<file path="src/rtl/jtopl_reg_pkg.sv">
// Shared constants and the data-write decode helper for the OPL register front end.
package jtopl_reg_pkg;

  localparam logic [3:0] REG_FNUMLO = 4'hA;
  localparam logic [3:0] REG_FNUMHI = 4'hB;
  localparam logic [3:0] REG_FBCON  = 4'hC;
  localparam logic [7:0] REG_RHY    = 8'hBD;
  localparam logic [7:0] REG_TEST   = 8'h01;

  localparam logic [3:0] CH_MAX = 4'd8;

  localparam int SUBS   = 6;
  localparam int GROUPS = 3;
  localparam int SLOTS  = 18;

  typedef enum logic [1:0] {
    UP_NONE,
    UP_FNUMLO,
    UP_FNUMHI,
    UP_FBCON
  } up_kind_e;

  // Per-channel registers only exist for channels 0..CH_MAX; anything above is dropped.
  function automatic up_kind_e decode_up(input logic [7:0] reg_addr);
    up_kind_e kind;
    kind = UP_NONE;
    if (reg_addr[3:0] <= CH_MAX) begin
      case (reg_addr[7:4])
        REG_FNUMLO: kind = UP_FNUMLO;
        REG_FNUMHI: kind = UP_FNUMHI;
        REG_FBCON:  kind = UP_FBCON;
        default:    kind = UP_NONE;
      endcase
    end
    return kind;
  endfunction

endpackage

</file>
<file path="src/rtl/jtopl_reg_dec_if.sv">
// CPU-side write bus of the OPL register front end.
interface jtopl_reg_dec_if;
  logic       wr_n;
  logic       addr;
  logic [7:0] din;
  logic       busy;

  modport master (output wr_n, output addr, output din, input busy);
  modport slave  (input wr_n, input addr, input din, output busy);
endinterface

</file>
<file path="src/rtl/jtopl_slot_cnt.sv">
// 18-slot timing sequencer: group 0..2, sub 0..5, one-hot slot and zero marker.
module jtopl_slot_cnt
  import jtopl_reg_pkg::*;
(
  input  logic             clk,
  input  logic             rst,
  input  logic             cen,
  output logic [1:0]       group,
  output logic [2:0]       sub,
  output logic [SLOTS-1:0] slot,
  output logic             zero
);

  // NOTE: sequential state uses non-blocking assignments so every register samples pre-edge values.
  always_ff @(posedge clk) begin
    if (rst) begin
      group <= 2'd0;
      sub   <= 3'd0;
      slot  <= SLOTS'(1);
    end else if (cen) begin
      if (sub == 3'(SUBS - 1)) begin
        sub   <= 3'd0;
        group <= (group == 2'(GROUPS - 1)) ? 2'd0 : group + 2'd1;
      end else begin
        sub <= sub + 3'd1;
      end
      slot <= {slot[SLOTS-2:0], slot[SLOTS-1]};
    end
  end

  assign zero = (group == 2'd0) && (sub == 3'd0);

endmodule

</file>
<file path="src/rtl/jtopl_reg_dec.sv">
// OPL register write decoder: busy hold-off, per-channel update strobes, 0xBD globals.
// Optional macro JTOPL_WAVSEL_EN enables the waveform-select bit in register 0x01.
module jtopl_reg_dec
  import jtopl_reg_pkg::*;
#(
  parameter int BUSY_CEN = 4
) (
  input  logic             clk,
  input  logic             rst,
  input  logic             cen,
  jtopl_reg_dec_if.slave   bus,
  output logic [3:0]       up_ch,
  output logic             up_fnumlo,
  output logic             up_fnumhi,
  output logic             up_fbcon,
  output logic [7:0]       up_din,
  output logic             rhy_en,
  output logic [4:0]       rhy_kon,
  output logic             am_dep,
  output logic             vib_dep,
  output logic             wav_en,
  output logic [1:0]       group,
  output logic [2:0]       sub,
  output logic [SLOTS-1:0] slot,
  output logic             zero
);

  logic [7:0] selreg;
  logic [3:0] busy_cnt;
  logic       busy;
  logic       addr_wr;
  logic       data_wr;
  up_kind_e   kind;

  assign addr_wr  = !bus.wr_n && !bus.addr;
  assign data_wr  = !bus.wr_n &&  bus.addr && !busy;
  assign kind     = decode_up(selreg);
  assign bus.busy = busy;

  always_ff @(posedge clk) begin
    if (rst) begin
      selreg    <= 8'd0;
      busy      <= 1'b0;
      busy_cnt  <= 4'd0;
      up_ch     <= 4'd0;
      up_din    <= 8'd0;
      up_fnumlo <= 1'b0;
      up_fnumhi <= 1'b0;
      up_fbcon  <= 1'b0;
      {am_dep, vib_dep, rhy_en, rhy_kon} <= 8'd0;
    end else begin
      if (addr_wr) selreg <= bus.din;

      if (cen) begin
        up_fnumlo <= 1'b0;
        up_fnumhi <= 1'b0;
        up_fbcon  <= 1'b0;
      end

      if (busy && cen) begin
        busy_cnt <= busy_cnt - 4'd1;
        if (busy_cnt == 4'd1) busy <= 1'b0;
      end

      // NOTE: this block comes last on purpose; a write edge overrides the cen clear above,
      // so a write coinciding with cen neither loses its strobe nor counts that cen.
      if (data_wr) begin
        busy      <= 1'b1;
        busy_cnt  <= 4'(BUSY_CEN);
        up_din    <= bus.din;
        up_ch     <= selreg[3:0];
        up_fnumlo <= (kind == UP_FNUMLO);
        up_fnumhi <= (kind == UP_FNUMHI);
        up_fbcon  <= (kind == UP_FBCON);
        if (selreg == REG_RHY) {am_dep, vib_dep, rhy_en, rhy_kon} <= bus.din;
      end
    end
  end

`ifdef JTOPL_WAVSEL_EN
  always_ff @(posedge clk) begin
    if (rst)                                 wav_en <= 1'b0;
    else if (data_wr && selreg == REG_TEST)  wav_en <= bus.din[5];
  end
`else
  assign wav_en = 1'b0;
`endif

  jtopl_slot_cnt u_slot_cnt (
    .clk   (clk),
    .rst   (rst),
    .cen   (cen),
    .group (group),
    .sub   (sub),
    .slot  (slot),
    .zero  (zero)
  );

endmodule

</file>
<file path="src/flat_wrapper.sv">
// flat-port wrapper written by rule: the top's interface ports become plain ports
module jtopl_reg_dec_flat import jtopl_reg_pkg::*;
#(
  parameter int BUSY_CEN = 4
)
  (clk, rst, cen, up_ch, up_fnumlo, up_fnumhi, up_fbcon, up_din, rhy_en, rhy_kon, am_dep, vib_dep, wav_en, group, sub, slot, zero, bus_wr_n, bus_addr, bus_din, bus_busy);
  jtopl_reg_dec_if bus_i ();
  input  logic clk;
  input  logic rst;
  input  logic cen;
  output logic [3:0] up_ch;
  output logic up_fnumlo;
  output logic up_fnumhi;
  output logic up_fbcon;
  output logic [7:0] up_din;
  output logic rhy_en;
  output logic [4:0] rhy_kon;
  output logic am_dep;
  output logic vib_dep;
  output logic wav_en;
  output logic [1:0] group;
  output logic [2:0] sub;
  output logic [SLOTS-1:0] slot;
  output logic zero;
  input wire logic [$bits(bus_i.wr_n)-1:0] bus_wr_n;
  input wire logic [$bits(bus_i.addr)-1:0] bus_addr;
  input wire logic [$bits(bus_i.din)-1:0] bus_din;
  output wire logic [$bits(bus_i.busy)-1:0] bus_busy;
  assign bus_i.wr_n = bus_wr_n;
  assign bus_i.addr = bus_addr;
  assign bus_i.din = bus_din;
  assign bus_busy = bus_i.busy;
  jtopl_reg_dec #(.BUSY_CEN(BUSY_CEN)) u_core (.clk(clk), .rst(rst), .cen(cen), .bus(bus_i), .up_ch(up_ch), .up_fnumlo(up_fnumlo), .up_fnumhi(up_fnumhi), .up_fbcon(up_fbcon), .up_din(up_din), .rhy_en(rhy_en), .rhy_kon(rhy_kon), .am_dep(am_dep), .vib_dep(vib_dep), .wav_en(wav_en), .group(group), .sub(sub), .slot(slot), .zero(zero));
endmodule
</file>
<file path="config.mk">
export PLATFORM = sky130hd
export DESIGN_NAME = jtopl_reg_dec_flat
export DESIGN_NICKNAME = d
export VERILOG_FILES = /design/src/rtl/jtopl_reg_pkg.sv /design/src/rtl/jtopl_reg_dec_if.sv /design/src/rtl/jtopl_slot_cnt.sv /design/src/rtl/jtopl_reg_dec.sv /design/src/flat_wrapper.sv
export SDC_FILE = /design/constraint.sdc
export NUM_CORES = 1
export LEC_CHECK = 0
export CAP_MARGIN = 30
export CORE_MARGIN = 2
export CORE_UTILIZATION = 48
export DETAILED_ROUTE_END_ITERATION = 7
export HOLD_SLACK_MARGIN = 0.05
export PLACE_DENSITY = 0.9
export SYNTH_ARGS = -nofsm -noshare
export SYNTH_HDL_FRONTEND = slang
export SYNTH_HIERARCHICAL = 1
export SYNTH_SLANG_ARGS = --single-unit
</file>
<file path="constraint.sdc">
create_clock -name clk -period 1.9 [get_ports clk]
set_input_delay 0.475 -clock clk [delete_from_list [all_inputs] [get_ports clk]]
set_output_delay 0.475 -clock clk [all_outputs]
set_load 0.1 [all_outputs]
</file>
==> results.yml, run 1 <==
cts:
  cts_buffers: 9
  postCtsHoldBufs: 0
  root_buffer: "clkbuf_8"
  tritoncts: "built"
  clockBufferDepth: 2
  htree_levels: 3
  cts_sinks: 59
  worstSkewPairLatency_ns: 0.34
  clkTransAtPathRegs_ns: 0.06
placement:
  preCtsSetupSlack_ns: -0.0681
  globalplace.congestion: 0.835
  portBuffers: 60
  dp_hpwl_mm: 4.52
timing:
  finalMaxSlewViolations: 0
  hold_viol: 0
  setup-violations-final: 1
  fmaxAchievable_mhz: 505
  setup_slack_ns: -0.0810
  fin_crit_ns: 1.98
  finalCritPeriodShare_pct: 104
  grt_setup_unrepaired: "yes"
  skew_ns: 0.00674
synth:
  synth_edf_count: 0
  syn_area_sq_um: 2360
  yosys.area_share.simple_pct: 20.1
  async_flop_share_pct: 0
  ys_warn_count: 6
  synth_cell_type_count: 38
  synth_seq_cells: 59
  synth_flop_cell: "dfxtp_1"
  synth_mux_area_share_pct: 8.27
  synth_xor_area_share_pct: 1.48
  syn-instance-count: 258
  synth_top_family_by_area: "simple AND/OR/NAND/NOR gates"
  synth.avg_cell_area_sq_um: 9.15
  yosys.area_share.adder_pct: 1.06
  synth-seq-area-share_pct: 50.0
  synth_fp_nets: 273
  synth-compound-area-share_pct: 14.5
floorplanning:
  rows: 25
  start_util_pct: 50.0
  io_pins: 62
  die_area_sq_um: 5500
  die_w_microns: 74.1
  core-area_sq_um: 4720
  die_h_microns: 74.1
run_status:
  status: "finished, violations left"
  violations: "negative setup slack"
power_and_ir_drop:
  p_clk_share_pct: 38.3
  pwr-share-comb_pct: 16.4
  p_sw_w: 0.000817
  cell_internal_pwr_w: 0.00209
  p_leak_nw: 1.44
  seqPwrFrac_pct: 45.2
  p_total_w: 0.00290
  p_per_area_nw_per_um2: 772
  switching_share_pct: 28.1
  ir_drop_v: 0.000623
critical_path:
  crit_fanout: 2
  cp_num_buf_inv: 1
  crit_chain: "or4_4 > nor2_4 > buf_12"
  r2r_start: "u_core/selreg[6]"
  crit_start: "u_core/u_slot_cnt/group[0]"
  crit_family: "simple AND/OR/NAND/NOR gates"
  cp.depth: 3
  startpoint_type: "register"
  slowest_stage: "or4_4"
  crit_end: "zero"
  reg2reg_depth: 3
  cpPeakStageDelay_ns: 0.54
  worstPathRequired_ns: 1.42
  reg2reg_to: "u_core/rhy_kon[1]"
  rrSetupSlack_ns: 0.27
  cp.arrival_ns: 1.51
  crit_path_end_kind: "primary output"
  crit_type: "register to primary output"
drt:
  antenna_left: 0
  routed_wl_mm: 6.72
  vias_per_cell: 5.66
  wl_per_cell_microns: 17.0
  drtPass1Iterations: 5
  vias: 2234
  drtIter0Drc: 179
  drc: 0
hold_path:
  hold_path_class: "register to register"
layout:
  nFillCells: 268
  area_growth_pct: 59.3
  seqCellArea_sq_um: 1190
  diodes: 0
  final_cell_mix: "dfxtp_1 (54), buf_12 (50), a21oi_1 (35), nand2_1 (34), nor2_1 (22)"
  final_common_cell: "dfxtp_1"
  drive_gt1_share_pct: 26.5
  multiInputGateArea_sq_um: 1090
  final_nets: 338
global_routing:
  track_usage_pct: 25.7
  grt_overflow: 0
  grt_pass1_wl_mm: 10.3
  grt_pass1_vias: 2139
  grt_max_degree: 25
  antenna_found_initial: 0
job:
  maxCapViolations: 0
==> area by class of cell <==
cell class	count	area share (%)
clock inverter	2	0.931
inverter	2	0.200
multi-input combinational	178	28.9
tap	67	2.23
timing repair buffer	73	31.9
clock buffer	14	4.06
sequential	59	31.8
==> through the flow <==
| step | cell area, sq um | util, % | hold WS [ns] | cells | setup TNS, ns |
|---|---|---|---|---|---|
| 4_1_cts | 3760 | 79.6 | 0.499 | 395 | -0.0958 |
| 3_3_place_gp | 3560 | 75.3 | 0.468 | 377 | -0.0760 |
| 3_5_place_dp | 3560 | 75.3 | 0.487 | 377 | -0.541 |
| 6_report | 3760 | 79.6 | 0.502 | 395 | -0.0810 |
| 2_1_floorplan | 2390 | - | 0.459 | 258 | -0.0934 |
| 5_1_grt | 3760 | 79.6 | 0.514 | 395 | -0.112 |
==> state kept, by name, indices dropped and copies added (netlist names), 2 cells and up <==
name and count:
u_core/u_slot_cnt/sub 3, u_core/up_din 8, u_core/rhy_kon 5, u_core/u_slot_cnt/group 2
u_core/u_slot_cnt/slot 18, u_core/busy_cnt 4, u_core/selreg 8, u_core/up_ch 4
==> timing repair <==
item | CTS | global route
setup endpoints to repair | 1 | 1
setup buffers | 2 | 0
resized for setup | 0 | 0
hold endpoints to repair | 0 | 0
pin swaps | 1 | 0
==> power groups by stage <==
stage	Combinational (W)	Sequential [W]	Clock (W)
4_1_cts	0.000475	0.00131	0.00113
5_1_grt	0.000496	0.00132	0.00117
6_report	0.000478	0.00131	0.00111
3_5_place_dp	0.000472	0.00134	0
3_3_place_gp	0.000460	0.00134	0
2_1_floorplan	0.000160	0.00146	0
==> worst min-delay path by stage <==
stage,from,end,slack (ns),depth (start not counted)
2_1_floorplan,u_core/selreg[1],u_core/up_ch[1],0.46,2
3_3_place_gp,u_core/busy_cnt[3],u_core/busy_cnt[3],0.47,2
6_report,u_core/up_din[0],u_core/up_din[0],0.50,2
4_1_cts,u_core/busy_cnt[3],u_core/busy_cnt[3],0.50,2
3_5_place_dp,u_core/up_din[3],u_core/up_din[3],0.49,2
5_1_grt,u_core/up_din[0],u_core/up_din[0],0.51,2
==> layer usage <==
layer / vias to the layer above / GRT usage [%] / wire [microns]
met1: 1067 / 28.3 / 2580
met2: 117 / 43.4 / 3430
met4: 0 / 14.5 / 153
met5: - / 0 / 0
met3: 13 / 8.81 / 560
li1: 1037 / - / -
==> cells by family after synthesis <==
kind of cell / after synthesis
muxes: 19
other: 1
and+or+nand+nor: 92
xor gates and xnor gates: 4
AOI/OAI and AO/OA: 60
buffers and inverters: 21
adders and majority gates: 2
DFF: 59
==> Yosys cell counts (all sizes together) (2+ instances only) <==
cell type  count  share of area [%]
xor2           2               0.74
nand4          9                2.4
dfxtp         59                 50
xnor2          2               0.74
a21oi         35                7.4
and4b          3                1.4
ha             2                1.1
nand2         34                5.4
nor2b          2               0.64
buf            9                2.4
o21ai         11                2.3
or3            2               0.53
nand4b         3                1.1
nand2b         3               0.79
o31ai         10                3.2
nand3          4               0.85
clkbuf        10                1.6
nor3b          2               0.85
a21bo          2               0.85
nor2          23                3.7
or3b           2               0.74
mux2i         18                7.6
inv            2               0.32
==> worst reg2reg max path: stages (launching register included) <==
cell,delay (ns)
dfxtp_1,0.34
nand4b_1,0.49
o31ai_1,0.51
a21oi_1,0.15
Note: power is estimated with default switching activity, not from simulation.
==> inputs of run 2 (changes only) <==
- SLEW_MARGIN: unset -> 20
==> results of run 2 <==
Same layout as run 1: the final DEF is identical, and so are final timing and power.
